## config.mk

```make
export PLATFORM = sky130hd
export DESIGN_NAME = sifre_cozme_flat
export DESIGN_NICKNAME = d
export VERILOG_FILES = /design/src/rtl/sifre_cozme_if.sv /design/src/rtl/sifre_cozme.sv /design/src/flat_wrapper.sv
export SDC_FILE = /design/constraint.sdc
export NUM_CORES = 1
export LEC_CHECK = 0
export CORE_MARGIN = 2
export CORE_UTILIZATION = 55
export DETAILED_ROUTE_END_ITERATION = 8
export MAX_ROUTING_LAYER = met4
export PLACE_DENSITY = 0.79
export SETUP_SLACK_MARGIN = 0.3
export SLEW_MARGIN = 20
export SYNTH_ARGS = -nofsm -noshare
export SYNTH_HDL_FRONTEND = slang
export SYNTH_SLANG_ARGS = --single-unit
```

## constraint.sdc

```tcl
create_clock -name saat -period 5.3 [get_ports saat]
set_clock_uncertainty 0.2 [all_clocks]
set_input_delay 0.53 -clock saat [delete_from_list [all_inputs] [get_ports saat]]
set_output_delay 0.53 -clock saat [all_outputs]
set_load 0.05 [all_outputs]
```

## src/rtl/sifre_cozme_if.sv

```systemverilog
// Bus bundle for the serial decipher block: framed serial input, key/mode
// selection, and the decoded word with its status strobes.
interface sifre_cozme_if #(
    parameter int BIT = 4
);
    logic           bit_girisi;
    logic           gecerli;
    logic           mod;
    logic [2:0]     secim;
    logic [BIT-1:0] veri_cikisi;
    logic           hazir;
    logic           hata;
    logic           mesgul;

    modport master (
        output bit_girisi, gecerli, mod, secim,
        input  veri_cikisi, hazir, hata, mesgul
    );

    modport slave (
        input  bit_girisi, gecerli, mod, secim,
        output veri_cikisi, hazir, hata, mesgul
    );
endinterface

```

## src/rtl/sifre_cozme.sv

```systemverilog
// Serial LSB-first decipher (additive or XOR key) with frame abort detection.
// Optional even-parity slot after each frame: define SIFRE_PARITE_EN.
module sifre_cozme #(
    parameter int BIT = 4
) (
    input  logic          saat,
    input  logic          reset,
    sifre_cozme_if.slave  bus
);
    typedef enum logic [1:0] {BEKLE, ALIM, TAMAM} durum_t;

    localparam int unsigned CW = $clog2(BIT + 2);
`ifdef SIFRE_PARITE_EN
    localparam logic [CW-1:0] SON = CW'(BIT);
`else
    localparam logic [CW-1:0] SON = CW'(BIT - 1);
`endif

    durum_t         durum, durum_n;
    logic [CW-1:0]  sayac;
    logic [BIT-1:0] kaydirici;
    logic           mod_r;
    logic [2:0]     secim_r;
    logic [BIT-1:0] veri_r;
    logic           hazir_r, hata_r;

    logic           basla, kaydir, bitti, iptal, mesgul_c;
    logic           parite_ok;
    logic [BIT-1:0] sifreli, duz, anahtar_x, anahtar_t;

    // Without parity the last ciphertext bit is still on the wire when the
    // word is decoded, so it is merged in combinationally for 1-cycle latency.
    always_comb begin
        anahtar_x = BIT'({BIT{secim_r}});
        anahtar_t = BIT'(secim_r);
`ifdef SIFRE_PARITE_EN
        sifreli   = kaydirici;
        parite_ok = ((^kaydirici) == bus.bit_girisi);
`else
        sifreli   = BIT'({bus.bit_girisi, kaydirici} >> 1);
        parite_ok = 1'b1;
`endif
        duz = mod_r ? (sifreli ^ anahtar_x) : (sifreli - anahtar_t);
    end

    always_ff @(posedge saat) begin
        if (reset) durum <= BEKLE;
        else       durum <= durum_n;
    end

    always_comb begin
        durum_n  = durum;
        basla    = 1'b0;
        kaydir   = 1'b0;
        bitti    = 1'b0;
        iptal    = 1'b0;
        mesgul_c = 1'b0;
        case (durum)
            BEKLE: begin
                if (bus.gecerli) begin
                    basla   = 1'b1;
                    durum_n = ALIM;
                end
            end
            ALIM: begin
                mesgul_c = 1'b1;
                if (!bus.gecerli) begin
                    iptal   = 1'b1;
                    durum_n = BEKLE;
                end else if (sayac == SON) begin
                    bitti   = 1'b1;
                    durum_n = TAMAM;
                end else begin
                    kaydir  = 1'b1;
                end
            end
            TAMAM: begin
                if (bus.gecerli) begin
                    basla    = 1'b1;
                    mesgul_c = 1'b1;
                    durum_n  = ALIM;
                end else begin
                    durum_n  = BEKLE;
                end
            end
            default: durum_n = BEKLE;
        endcase
    end

    always_ff @(posedge saat) begin
        if (reset) begin
            sayac     <= '0;
            kaydirici <= '0;
            mod_r     <= 1'b0;
            secim_r   <= '0;
            veri_r    <= '0;
            hazir_r   <= 1'b0;
            hata_r    <= 1'b0;
        end else begin
            hazir_r <= 1'b0;
            hata_r  <= 1'b0;
            if (basla) begin
                kaydirici <= {bus.bit_girisi, kaydirici[BIT-1:1]};
                sayac     <= CW'(1);
                mod_r     <= bus.mod;
                secim_r   <= bus.secim;
            end
            if (kaydir) begin
                kaydirici <= {bus.bit_girisi, kaydirici[BIT-1:1]};
                sayac     <= sayac + 1'b1;
            end
            if (bitti) begin
                if (parite_ok) begin
                    veri_r  <= duz;
                    hazir_r <= 1'b1;
                end else begin
                    hata_r  <= 1'b1;
                end
            end
            if (iptal) hata_r <= 1'b1;
        end
    end

    assign bus.veri_cikisi = veri_r;
    assign bus.hazir       = hazir_r;
    assign bus.hata        = hata_r;
    assign bus.mesgul      = mesgul_c;
endmodule

```

## src/flat_wrapper.sv

```systemverilog
// flat-port wrapper written by rule: the top's interface ports become plain ports
module sifre_cozme_flat 
#(
    parameter int BIT = 4
)
  (saat, reset, bus_bit_girisi, bus_gecerli, bus_mod, bus_secim, bus_veri_cikisi, bus_hazir, bus_hata, bus_mesgul);
  sifre_cozme_if #(.BIT(BIT)) bus_i ();
  input  logic saat;
  input  logic reset;
  input wire logic [$bits(bus_i.bit_girisi)-1:0] bus_bit_girisi;
  input wire logic [$bits(bus_i.gecerli)-1:0] bus_gecerli;
  input wire logic [$bits(bus_i.mod)-1:0] bus_mod;
  input wire logic [$bits(bus_i.secim)-1:0] bus_secim;
  output wire logic [$bits(bus_i.veri_cikisi)-1:0] bus_veri_cikisi;
  output wire logic [$bits(bus_i.hazir)-1:0] bus_hazir;
  output wire logic [$bits(bus_i.hata)-1:0] bus_hata;
  output wire logic [$bits(bus_i.mesgul)-1:0] bus_mesgul;
  assign bus_i.bit_girisi = bus_bit_girisi;
  assign bus_i.gecerli = bus_gecerli;
  assign bus_i.mod = bus_mod;
  assign bus_i.secim = bus_secim;
  assign bus_veri_cikisi = bus_i.veri_cikisi;
  assign bus_hazir = bus_i.hazir;
  assign bus_hata = bus_i.hata;
  assign bus_mesgul = bus_i.mesgul;
  sifre_cozme #(.BIT(BIT)) u_core (.saat(saat), .reset(reset), .bus(bus_i));
endmodule
```

Word-level counts from Yosys, hierarchy flattened

Index checks and enable logic that the tools add are counted.
W data, S select, Z words.

Output and inout bits: 7
Word-level logic and storage cells: 43
Bits in registers: 19

$add $sub $neg: 2
Reductions and logical operators: 4
Bitwise gates (word level): 1
Eq/ne operators: 5
Multiplexer cells: 23

Operators by type and width:

| kind                  | count |
|---|---|
| $mux W1               | 13 |
| $mux W4               | 3 |
| $mux W2               | 3 |
| $mux W3               | 2 |
| $pmux W2 S3           | 1 |
| $sub A4 B3 Y4         | 1 |
| $xor A4 B4 Y4         | 1 |
| $add A3 B1 Y3 const B | 1 |
| $eq A3 B2 Y1 const B  | 1 |
| $ne A3 B2 Y1 const B  | 1 |
| $eq A2 B1 Y1 const B  | 1 |
| $eq A2 B2 Y1 const B  | 1 |
| $logic_not A2 Y1      | 1 |
| $ne A2 B2 Y1 const B  | 1 |
| $pmux W1 S2           | 1 |
| $reduce_and A2 Y1     | 1 |
| $reduce_bool A2 Y1    | 1 |
| $reduce_or A2 Y1      | 1 |

Longest topological paths before layout

Depth after elaboration: 5
Gate-level depth with buffers: 7
Depth with buffers taken out: 7

Worst setup path before layout

No wires, ideal clock.

Kind: input to output
Start point: input port bus_gecerli
End point: output port bus_mesgul
Buffers on the path: 1
Arrival: 1389 ps
Setup slack: 3181 ps
Stages on the path: 3
Required time: 4570 ps
Cells stage by stage: buf_6 a21oi_1 nor2b_1

Cells in the longest elaborated chain, start to end: 2

RTL lines:

| item        | line               | source |
|---|---|---|
| from (decl) | flat_wrapper.sv:11 | `input wire logic [$bits(bus_i.gecerli)-1:0] bus_gecerli;` |
| $mux W1     | sifre_cozme.sv:78  | `if (bus.gecerli) begin` |
| $pmux W1 S2 | sifre_cozme.sv:58  | `case (durum)` |
| to (decl)   | flat_wrapper.sv:17 | `output wire logic [$bits(bus_i.mesgul)-1:0] bus_mesgul;` |

Every way passes these cells.

Final worst setup path

Ends and elaborated chain as after synthesis.

==> summary.txt <==
Placement
  – Buffers on Ports: 14
  – Placed inst area: 1100 µm²
  – DPL Wire Length: 1260 µm
  – Placer Congestion: 0.796

Timing
  – Max-slew violation count: 0
  – Slew @ Worst Pin: 0.769 ns
  – Minimum clock period: 2.93 ns
  – Achievable Freq: 341 MHz
  – Tcrit/Tclk final: 55.3%
  – TNS Setup: 0 ns
  – Setup violators final: 0
  – RSZ-0062 raised after global routing: false
  – Max-slew headroom: 48.6%
  – Final Hold Vio Count: 0

Route
  – DR iter-0 viols: 11
  – Met1 WL: 836 µm
  – Top Metal Used: met4
  – Vias: 779
  – Routed length on met3: 74 µm
  – DRT antenna net count: 0
  – Met2 routed WL: 793 µm
  – Drc violations: 0
  – Vias per std cell: 5.60
  – First-pass DRT Iterations: 4
  – DR WL/cell: 12.4 µm
  – Drt total wl: 1730 µm

Synth
  – Mapped Area: 975 µm²
  – Yosys reg bits: 18
  – Seq/Total Area, Yosys: 37.0%
  – Ys flop type: dfxtp_1
  – Syn avg cell area: 8.94 µm²
  – Warning count from the yosys run: 0
  – Gate Count Post-Synth: 109
  – Async set-or-reset flop fraction in the synthesized netlist: 0%
  – Post-synth EDFFs: 0
  – Syn Nets: 127
  – Netlist cell types: 30

Clocking
  – Hold Buf Count CTS: 0
  – CTS tree: done
  – Clock tree buffer depth: 2
  – Root Buffer: clkbuf_4
  – Reg clk slew, reported paths: 0.10 ns
  – Clock Latency Late Sink: 0.30 ns
  – Num CTS Buffers: 3
  – H-Tree Depth: 1
  – Number of gates resized after cts: 0
  – CTS sink count: 18
  – Setup Buffers After CTS: 0

Global route
  – Vias in the first global route: 695
  – Initial antenna violation count: 0
  – GR Overflow Total: 0
  – Largest net degree at the start of global routing: 22
  – First-pass GRT wire length: 2870 µm
  – GRT Util Overall: 19.7%

Worst setup path
  – Crit path kind: in -> out
  – WP data required: 4.57 ns
  – Startpoint type of the worst setup path: primary input
  – CP Capture Type: output port
  – Crit path max fanout: 10
  – Arrival time of the worst setup path: 2.20 ns

Run
  – # Max-Cap Violations: 0

Pwr
  – Static leakage: 0.423 nW
  – Peak VDD IR: 0.202 mV
  – PD cells: 241 nW/µm²

Floorplanning
  – Initial Util: 57.7%
  – Core Footprint: 1690 µm²
  – Cell Rows: 15
  – Die ar.: 2120 µm²
  – Die height: 46.1 µm
  – Top Ports: 15
  – Die W: 46.1 µm

Finish
  – Final Util: 67.0%
  – Area grow syn2layout: 16.2%
  – Nets: 141
  – Finished Cell Area: 1130 µm²
  – Commonest non-fill, non-tap cell in the layout: dfxtp_1
  – Diodes inserted: 0
  – Commonest cells after routing, fill and taps aside: dfxtp_1 (18), clkdlybuf4s50_1 (14), a21oi_1 (13), nand2_1 (12)
  – Share of layout cells above drive strength 1: 8.20%

Outcome
  – Outcome: finished clean

Min path
  – Min-delay worst type: reg -> reg
[final timing paths]
kind / from / end / slack (ns) / depth (start not counted)
setup reg to reg: u_core.secim_r[0]$_SDFFE_PP0P_ / u_core.bus.veri_cikisi[2]$_SDFFE_PP0P_ / 3.39 / 6
hold reg to reg: u_core.secim_r[1]$_SDFFE_PP0P_ / u_core.secim_r[1]$_SDFFE_PP0P_ / 0.26 / 2
setup / recovery: bus_gecerli / bus_mesgul / 2.37 / 4
hold / removal: u_core.secim_r[1]$_SDFFE_PP0P_ / u_core.secim_r[1]$_SDFFE_PP0P_ / 0.26 / 2
[registers in the layout, summed over array words and instances, names as in the netlist]
register and flops:
u_core.bus.veri_cikisi 4, u_core.kaydirici 3, u_core.sayac 3, u_core.secim_r 3
u_core.durum 2, u_core.bus.hata 1, u_core.bus.hazir 1, u_core.mod_r 1
[synthesized netlist by cell type, types with 2 or more instances]
master / n / area (µm²)
o21ai_0: 6 / 30.0
dfxtp_1: 18 / 360
mux2i_1: 2 / 20.0
a21oi_1: 13 / 65.1
a211oi_2: 3 / 37.5
inv_1: 9 / 33.8
buf_2: 2 / 10.0
and3b_1: 2 / 17.5
nand3_1: 7 / 35.0
nand2_1: 12 / 45.0
buf_6: 2 / 22.5
nand4b_1: 2 / 17.5
nor2_1: 4 / 15.0
nor2b_1: 3 / 18.8
ha_1: 9 / 113
[power by group]
| group | switching, mW | internal [mW] | total [mW] |
|---|---|---|---|
| Sequential | 0.00437 | 0.140 | 0.144 |
| Combinational | 0.0240 | 0.0193 | 0.0432 |
| Clock | 0.0431 | 0.0419 | 0.0850 |
[cells by family after synthesis]
kind of cell               synth area share (%)
adders and majority gates                  13.6
AOI/OAI and AO/OA                          18.2
muxes                                      2.05
DFF                                        37.0
and+or+nand+nor                            21.6
buffers and inverters                      7.57
[through the flow]
| stage | hold slack [ns] | worst slack [ns] | power, mW | cells |
|---|---|---|---|---|
| after detailed placement | 0.249 | 2.36 | 0.191 | 135 |
| after CTS | 0.264 | 2.36 | 0.276 | 139 |
| after global placement | 0.239 | 2.40 | 0.189 | 135 |
| after floorplan | 0.236 | 3.18 | 0.179 | 109 |
| final | 0.259 | 2.37 | 0.273 | 139 |
| after global routing | 0.282 | 2.28 | 0.288 | 139 |
[area by class of cell]
class                   instances  area (µm²)
fillers                       147         557
inverters                       9        33.8
flip-flops and latches         18         360
well taps                      17        21.3
repair buffers                 14         140
clock buffers                   4        36.3
multi-input cells              77         541
[routing by layer]
metal,GRT usage (%),vias to the layer above
met2,33.3,14
li1,-,405
met3,5.88,4
met5,-,-
met1,21.8,356
met4,6.86,0
[critical path: stages]
cell	delay (ns)
clkdlybuf4s50_1	0.64
a21oi_1	0.11
nor2b_1	0.11
clkdlybuf4s50_1	0.81
(Power assumes the default switching activity.)
